===== config.mk =====
export PLATFORM = sky130hd
export DESIGN_NAME = sram_access_arbiter
export DESIGN_NICKNAME = d
export VERILOG_FILES = /design/src/rtl/sram_access_arbiter.sv
export SDC_FILE = /design/constraint.sdc
export NUM_CORES = 1
export LEC_CHECK = 0
export CAP_MARGIN = 30
export CORE_MARGIN = 2
export CORE_UTILIZATION = 39
export DETAILED_ROUTE_END_ITERATION = 6
export PLACE_DENSITY = 0.85
export SYNTH_ARGS = -nofsm -noshare
export SYNTH_HDL_FRONTEND = slang
export SYNTH_SLANG_ARGS = --single-unit

===== constraint.sdc =====
create_clock -name clk -period 2.3 [get_ports clk]
set_input_delay 0.69 -clock clk [delete_from_list [all_inputs] [get_ports clk]]
set_output_delay 0.69 -clock clk [all_outputs]
set_load 0.01 [all_outputs]

===== src/rtl/sram_access_arbiter.sv =====
`default_nettype none
// ============================================================================
// Module      : sram_access_arbiter
// Description : Shares one SRAM port between the VGA reader and the text
//               renderer. Optional statistics: define SRAM_ARB_STATS_EN.
// Revision    : 1.0 - initial release
// ============================================================================
module sram_access_arbiter #(
    parameter int ADDR_W        = 20,
    parameter int DATA_W        = 32,
    parameter int ACCESS_CYCLES = 2,
    parameter int STARVE_LIMIT  = 8
) (
    input  logic              clk,
    input  logic              rst,
    input  logic              vga_req_valid,
    input  logic [ADDR_W-1:0] vga_req_addr,
    output logic              vga_req_ready,
    output logic              vga_resp_valid,
    output logic [DATA_W-1:0] vga_resp_data,
    input  logic              rnd_req_valid,
    input  logic              rnd_req_write,
    input  logic [ADDR_W-1:0] rnd_req_addr,
    input  logic [DATA_W-1:0] rnd_req_wdata,
    output logic              rnd_req_ready,
    output logic              rnd_resp_valid,
    output logic [DATA_W-1:0] rnd_resp_data,
    output logic [ADDR_W-1:0] mem_addr,
    output logic [DATA_W-1:0] mem_wdata,
    output logic              mem_drive,
    output logic              mem_we,
    output logic              mem_oe,
    input  logic [DATA_W-1:0] mem_rdata
`ifdef SRAM_ARB_STATS_EN
    ,
    output logic [15:0]       stat_vga_grants,
    output logic [15:0]       stat_rnd_grants,
    output logic [15:0]       stat_forced
`endif
);

    typedef enum logic [0:0] {
        S_IDLE   = 1'b0,
        S_ACCESS = 1'b1
    } state_t;

    localparam logic [3:0] c_LAST_ACC     = 4'(ACCESS_CYCLES - 1);
    localparam logic [7:0] c_STARVE_LIMIT = 8'(STARVE_LIMIT);

    state_t              r_state;
    state_t              w_nextState;
    logic [3:0]          r_accCnt;
    logic                r_ownerRnd;
    logic                r_write;
    logic [ADDR_W-1:0]   r_addr;
    logic [DATA_W-1:0]   r_wdata;
    logic [7:0]          r_starveCnt;
    logic                r_vgaRespValid;
    logic                r_rndRespValid;
    logic [DATA_W-1:0]   r_vgaRespData;
    logic [DATA_W-1:0]   r_rndRespData;

    logic                w_inAccess;
    logic                w_lastAcc;
    logic                w_starved;
    logic                w_rndWin;
    logic                w_vgaWin;
    logic                w_grant;

    // Grants are gated by rst so every output reads 0 while reset is held.
    always_comb begin
        w_inAccess  = (r_state == S_ACCESS);
        w_lastAcc   = w_inAccess && (r_accCnt == c_LAST_ACC);
        w_starved   = (r_starveCnt == c_STARVE_LIMIT);
        w_rndWin    = rst && (r_state == S_IDLE) && rnd_req_valid
                      && (w_starved || !vga_req_valid);
        w_vgaWin    = rst && (r_state == S_IDLE) && vga_req_valid && !w_rndWin;
        w_grant     = w_rndWin || w_vgaWin;
        w_nextState = r_state;
        case (r_state)
            S_IDLE:   if (w_grant)   w_nextState = S_ACCESS;
            S_ACCESS: if (w_lastAcc) w_nextState = S_IDLE;
            default:                 w_nextState = S_IDLE;
        endcase

        vga_req_ready = w_vgaWin;
        rnd_req_ready = w_rndWin;
        mem_addr      = w_inAccess ? r_addr : '0;
        mem_oe        = w_inAccess && !r_write;
        mem_drive     = w_inAccess && r_write;
        // Dropping the strobe on the final cycle keeps address/data held past its trailing edge.
        mem_we        = w_inAccess && r_write && !w_lastAcc;
        mem_wdata     = (w_inAccess && r_write) ? r_wdata : '0;
    end

    always_ff @(posedge clk or negedge rst) begin
        if (!rst) begin
            r_state <= S_IDLE;
        end else begin
            r_state <= w_nextState;
        end
    end

    always_ff @(posedge clk or negedge rst) begin
        if (!rst) begin
            r_accCnt       <= '0;
            r_ownerRnd     <= 1'b0;
            r_write        <= 1'b0;
            r_addr         <= '0;
            r_wdata        <= '0;
            r_starveCnt    <= '0;
            r_vgaRespValid <= 1'b0;
            r_rndRespValid <= 1'b0;
            r_vgaRespData  <= '0;
            r_rndRespData  <= '0;
        end else begin
            r_vgaRespValid <= 1'b0;
            r_rndRespValid <= 1'b0;

            if (w_grant) begin
                r_ownerRnd <= w_rndWin;
                r_write    <= w_rndWin && rnd_req_write;
                r_addr     <= w_rndWin ? rnd_req_addr : vga_req_addr;
                r_wdata    <= (w_rndWin && rnd_req_write) ? rnd_req_wdata : '0;
                r_accCnt   <= '0;
            end else if (w_inAccess) begin
                r_accCnt   <= r_accCnt + 4'd1;
            end

            if (w_lastAcc) begin
                if (r_ownerRnd) begin
                    r_rndRespValid <= 1'b1;
                    r_rndRespData  <= r_write ? '0 : mem_rdata;
                end else begin
                    r_vgaRespValid <= 1'b1;
                    r_vgaRespData  <= mem_rdata;
                end
            end

            if (w_rndWin) begin
                r_starveCnt <= '0;
            end else if (w_vgaWin && rnd_req_valid && !w_starved) begin
                r_starveCnt <= r_starveCnt + 8'd1;
            end
        end
    end

    assign vga_resp_valid = r_vgaRespValid;
    assign vga_resp_data  = r_vgaRespData;
    assign rnd_resp_valid = r_rndRespValid;
    assign rnd_resp_data  = r_rndRespData;

`ifdef SRAM_ARB_STATS_EN
    logic [15:0] r_statVga;
    logic [15:0] r_statRnd;
    logic [15:0] r_statForced;

    // A forced win is one the renderer would have lost had the guard not fired.
    always_ff @(posedge clk or negedge rst) begin
        if (!rst) begin
            r_statVga    <= '0;
            r_statRnd    <= '0;
            r_statForced <= '0;
        end else begin
            if (w_vgaWin) r_statVga <= r_statVga + 16'd1;
            if (w_rndWin) r_statRnd <= r_statRnd + 16'd1;
            if (w_rndWin && w_starved && vga_req_valid) r_statForced <= r_statForced + 16'd1;
        end
    end

    assign stat_vga_grants = r_statVga;
    assign stat_rnd_grants = r_statRnd;
    assign stat_forced     = r_statForced;
`endif

endmodule
`default_nettype wire

==> results of run 1 <==
## power groups by stage
stage               clock network (mW)  logic, mW  registers, mW
finish                            2.88       4.79           3.93
global route                      3.06       5.17           4.05
detailed placement                   0       4.75           3.97
CTS                               2.93       4.82           3.93
global placement                     0       4.58           3.89
floorplan                            0       1.94           4.10
## worst min-delay path by stage
stage | slack [ns] | depth (start not counted) | end
CTS | 0.49 | 2 | rnd_resp_data[5]
detailed placement | 0.47 | 2 | rnd_resp_data[25]
floorplan | 0.39 | 0 | r_accCnt[0]
global placement | 0.46 | 2 | rnd_resp_data[26]
finish | 0.48 | 2 | rnd_resp_data[25]
global route | 0.51 | 2 | rnd_resp_data[5]
## worst max-delay path: cells and delay by family (launching register included)
family                 cells  cell delay (ns)
AND/OR/NAND/NOR            1             0.56
flip-flops                 1             0.38
buffers and inverters      2             0.30
AO/OA/AOI/OAI              2             0.29
## cell type report
class | instances | area [sq um]
Inverter | 9 | 33.78
Multi-Input combinational cell | 318 | 2295
Fill cell | 1130 | 5553
Tap cell | 184 | 230.2
Clock buffer | 17 | 425.4
Clock inverter | 15 | 201.4
Timing Repair Buffer | 275 | 2521
Sequential cell | 133 | 3329
## stage by stage
stage / TNS (ns) / cell area (sq um) / hold slack (ns)
floorplan: 0 / 5851 / 0.3944
global placement: -1.745 / 8468 / 0.4633
detailed placement: -4.820 / 8468 / 0.4727
CTS: -0.6490 / 9154 / 0.4858
global route: -0.7272 / 9036 / 0.5059
finish: -0.5963 / 9036 / 0.4805
## flip-flops by register name (all words and copies together), names as in the netlist
name and cells:
r_state 1, r_addr 20, rnd_resp_valid 1, rnd_resp_data 32
r_write 1, vga_resp_valid 1, r_ownerRnd 1, vga_resp_data 32
r_accCnt 4, r_starveCnt 8, r_wdata 32
## Yosys cell counts (all sizes together), types with 3 or more instances
library cell / n
or4: 5
mux2: 32
o21ai: 43
clkbuf: 29
inv: 9
nand2: 37
a221o: 20
a21oi: 5
nand3: 6
nor2b: 3
and2: 42
dfrtp: 133
and3: 33
nand2b: 32
a22o: 32
ha: 4
nor2: 8
buf: 11
## kinds of logic (layout without fill, tap and decap cells)
group,count (synthesis),count (layout)
adders and majority gates,4,4
DFF,133,133
xor gates and xnor gates,3,3
muxes,33,33
AOI/OAI and AO/OA,106,106
and+or+nand+nor,172,172
buffers and inverters,49,316
## metal layers
| layer | part of all wire, % | vias up | global-route usage (%) |
|---|---|---|---|
| met5 | 0 | - | 0 |
| met4 | 2.1 | 0 | 7.757 |
| met3 | 5.6 | 34 | 5.103 |
| met2 | 53 | 197 | 37.31 |
| met1 | 40 | 2440 | 24.45 |
| li1 | - | 2269 | - |
## timing repair
| action | CTS | global route |
|---|---|---|
| cloned | 1 | 0 |
| hold buffers | 0 | 0 |
| pin swaps | 4 | 0 |
| setup endpoints to repair | 57 | 33 |
| resized for setup | 114 | 32 |
| buffers inserted | 8 | 4 |
==> out/qor.yml, run 1 <==
power_mw: 11.60
synth_top_family_by_area: "simple AND/OR/NAND/NOR gates"
synth-compound-area-share_pct: 14.11
ys_seq_area_share_pct: 56.96
cts_tree: "yes"
cts_max_level: 4
num_antenna_cells: 0
holdCritPathClass: "flip-flop to flip-flop"
max_freq_ghz: 0.3802
async_flop_share_pct: 100.0
startpoint_type: "flip-flop"
post_synth_fa_ha_maj_area_fraction_pct: 0.8565
crit_path_end_kind: "output pin"
nNetsFinal: 867
worstPathCellList: "or4_4 > buf_6 > o31ai_4 > a21oi_2 > buf_2"
switching_share_pct: 31.69
p_sw_mw: 3.675
crit_start: "r_starveCnt[6]"
antenna_found_initial: 0
dp_slack_ns: -0.6073
dr.pass1.iters: 5
rr_endpoint: "r_wdata[15]"
r2r_setup_slack_ns: 0.09
leakagePower_nw: 4.268
synth_area_per_cell_sq_um: 11.69
post-place-cells: 907
slowest_delay_ns: 0.56
worst_slew_pin_slew_ns: 0.8629
period_minus_slack_ns: 2.630
grt_setup_unrepaired: "true"
critPathArrivalTime_ns: 1.94
avgViaCountPerCell: 5.195
initial_core_util_pct: 40.05
ir_drop_mv: 0.5468
areaGrowthSynthToFinish_pct: 54.65
ys_top_cells_by_area: "dfrtp_1 57%, mux2_2 6.2%, a22o_2 5.3%"
ant_nets: 0
p_int_mw: 7.921
drv_cap: 0
synth_top_area_share_pct: 56.96
clock_latency_ns: 0.41
drc_errors: 0
fin_util_pct: 61.94
globalRouteTotalUtil_pct: 20.95
vias: 4940
setup_ws_ns: -0.3301
crit_type: "flip-flop to output pin"
syn-cell-area_sq_um: 5843
place_congestion: 0.8704
fin_worst_skew_ns: 0.009225
cp.required_ns: 1.61
drive_gt1_share_pct: 24.64
yosysWarnings: 0
crit_slowest_cell: "or4_4"
cts.root.buffer_cell: "clkbuf_16"
synthMuxAreaShare_pct: 6.338
drv_slew: 0
synth_flop_cell: "dfrtp_1"
ys_ff_latch: 133
finalCritPeriodShare_pct: 114.4
die_area_sq_um: 15980
rows: 44
rr_worst_depth: 8
combinationalPowerShare_pct: 41.3
routedWlPerCell_um: 17.79
hold_path.startpoint: "rnd_resp_data[25]"
outcome: "finished with violations"
wl_mm: 16.92
violations: "negative setup slack"
cts_buffers: 17
synth-xor-area-share_pct: 0.4497
synth_cell_types: 43
endpoint: "vga_req_ready"
r2r-start: "r_starveCnt[6]"
synth_edf_count: 0
finalHoldViolCount: 0
port_buffers: 231
grt_pass1_vias: 5312
p_seq_share_pct: 33.9
grt_pass1_wl_mm: 26.77
power.density_nw_per_um2: 1283
final-setup-viol-count: 2
clkTransAtPathRegs_ns: 0.06
cts_sinks: 133
gr-total-overflow: 0
mostFrequentLayoutCells: "173 x clkdlybuf4s50_1, 132 x dfrtp_1, 42 x o21ai_0"
synth-simple-area-share_pct: 16.79
clkPwrFrac_pct: 24.8
synth_top_cell_by_area: "dfrtp_1"
finalNonFillerCells: 951
ios: 232
syn_inst: 500
die_y_um: 126.4
syn-num-nets: 613
relSlewSlack_pct: 42.48
placeableCoreArea_sq_um: 14590
place_hpwl_mm: 11.83
final_common_cell: "clkdlybuf4s50_1"
grt_max_degree: 71
cts_buffer_depth: 2
cp_max_fo: 2
die_w_um: 126.4
drt_iter0_drc: 274
Note: power is estimated with default switching activity, not from simulation.
==> run 2, diff against run 1 <==
--- a/config.mk
+++ b/config.mk
@@ -8,6 +8,7 @@
 export CAP_MARGIN = 30
 export CORE_MARGIN = 2
 export CORE_UTILIZATION = 39
+export CTS_CLUSTER_DIAMETER = 200
 export DETAILED_ROUTE_END_ITERATION = 6
 export PLACE_DENSITY = 0.85
 export SYNTH_ARGS = -nofsm -noshare
==> results of run 2 <==
Final layout, timing and power as in run 1 (identical DEF).
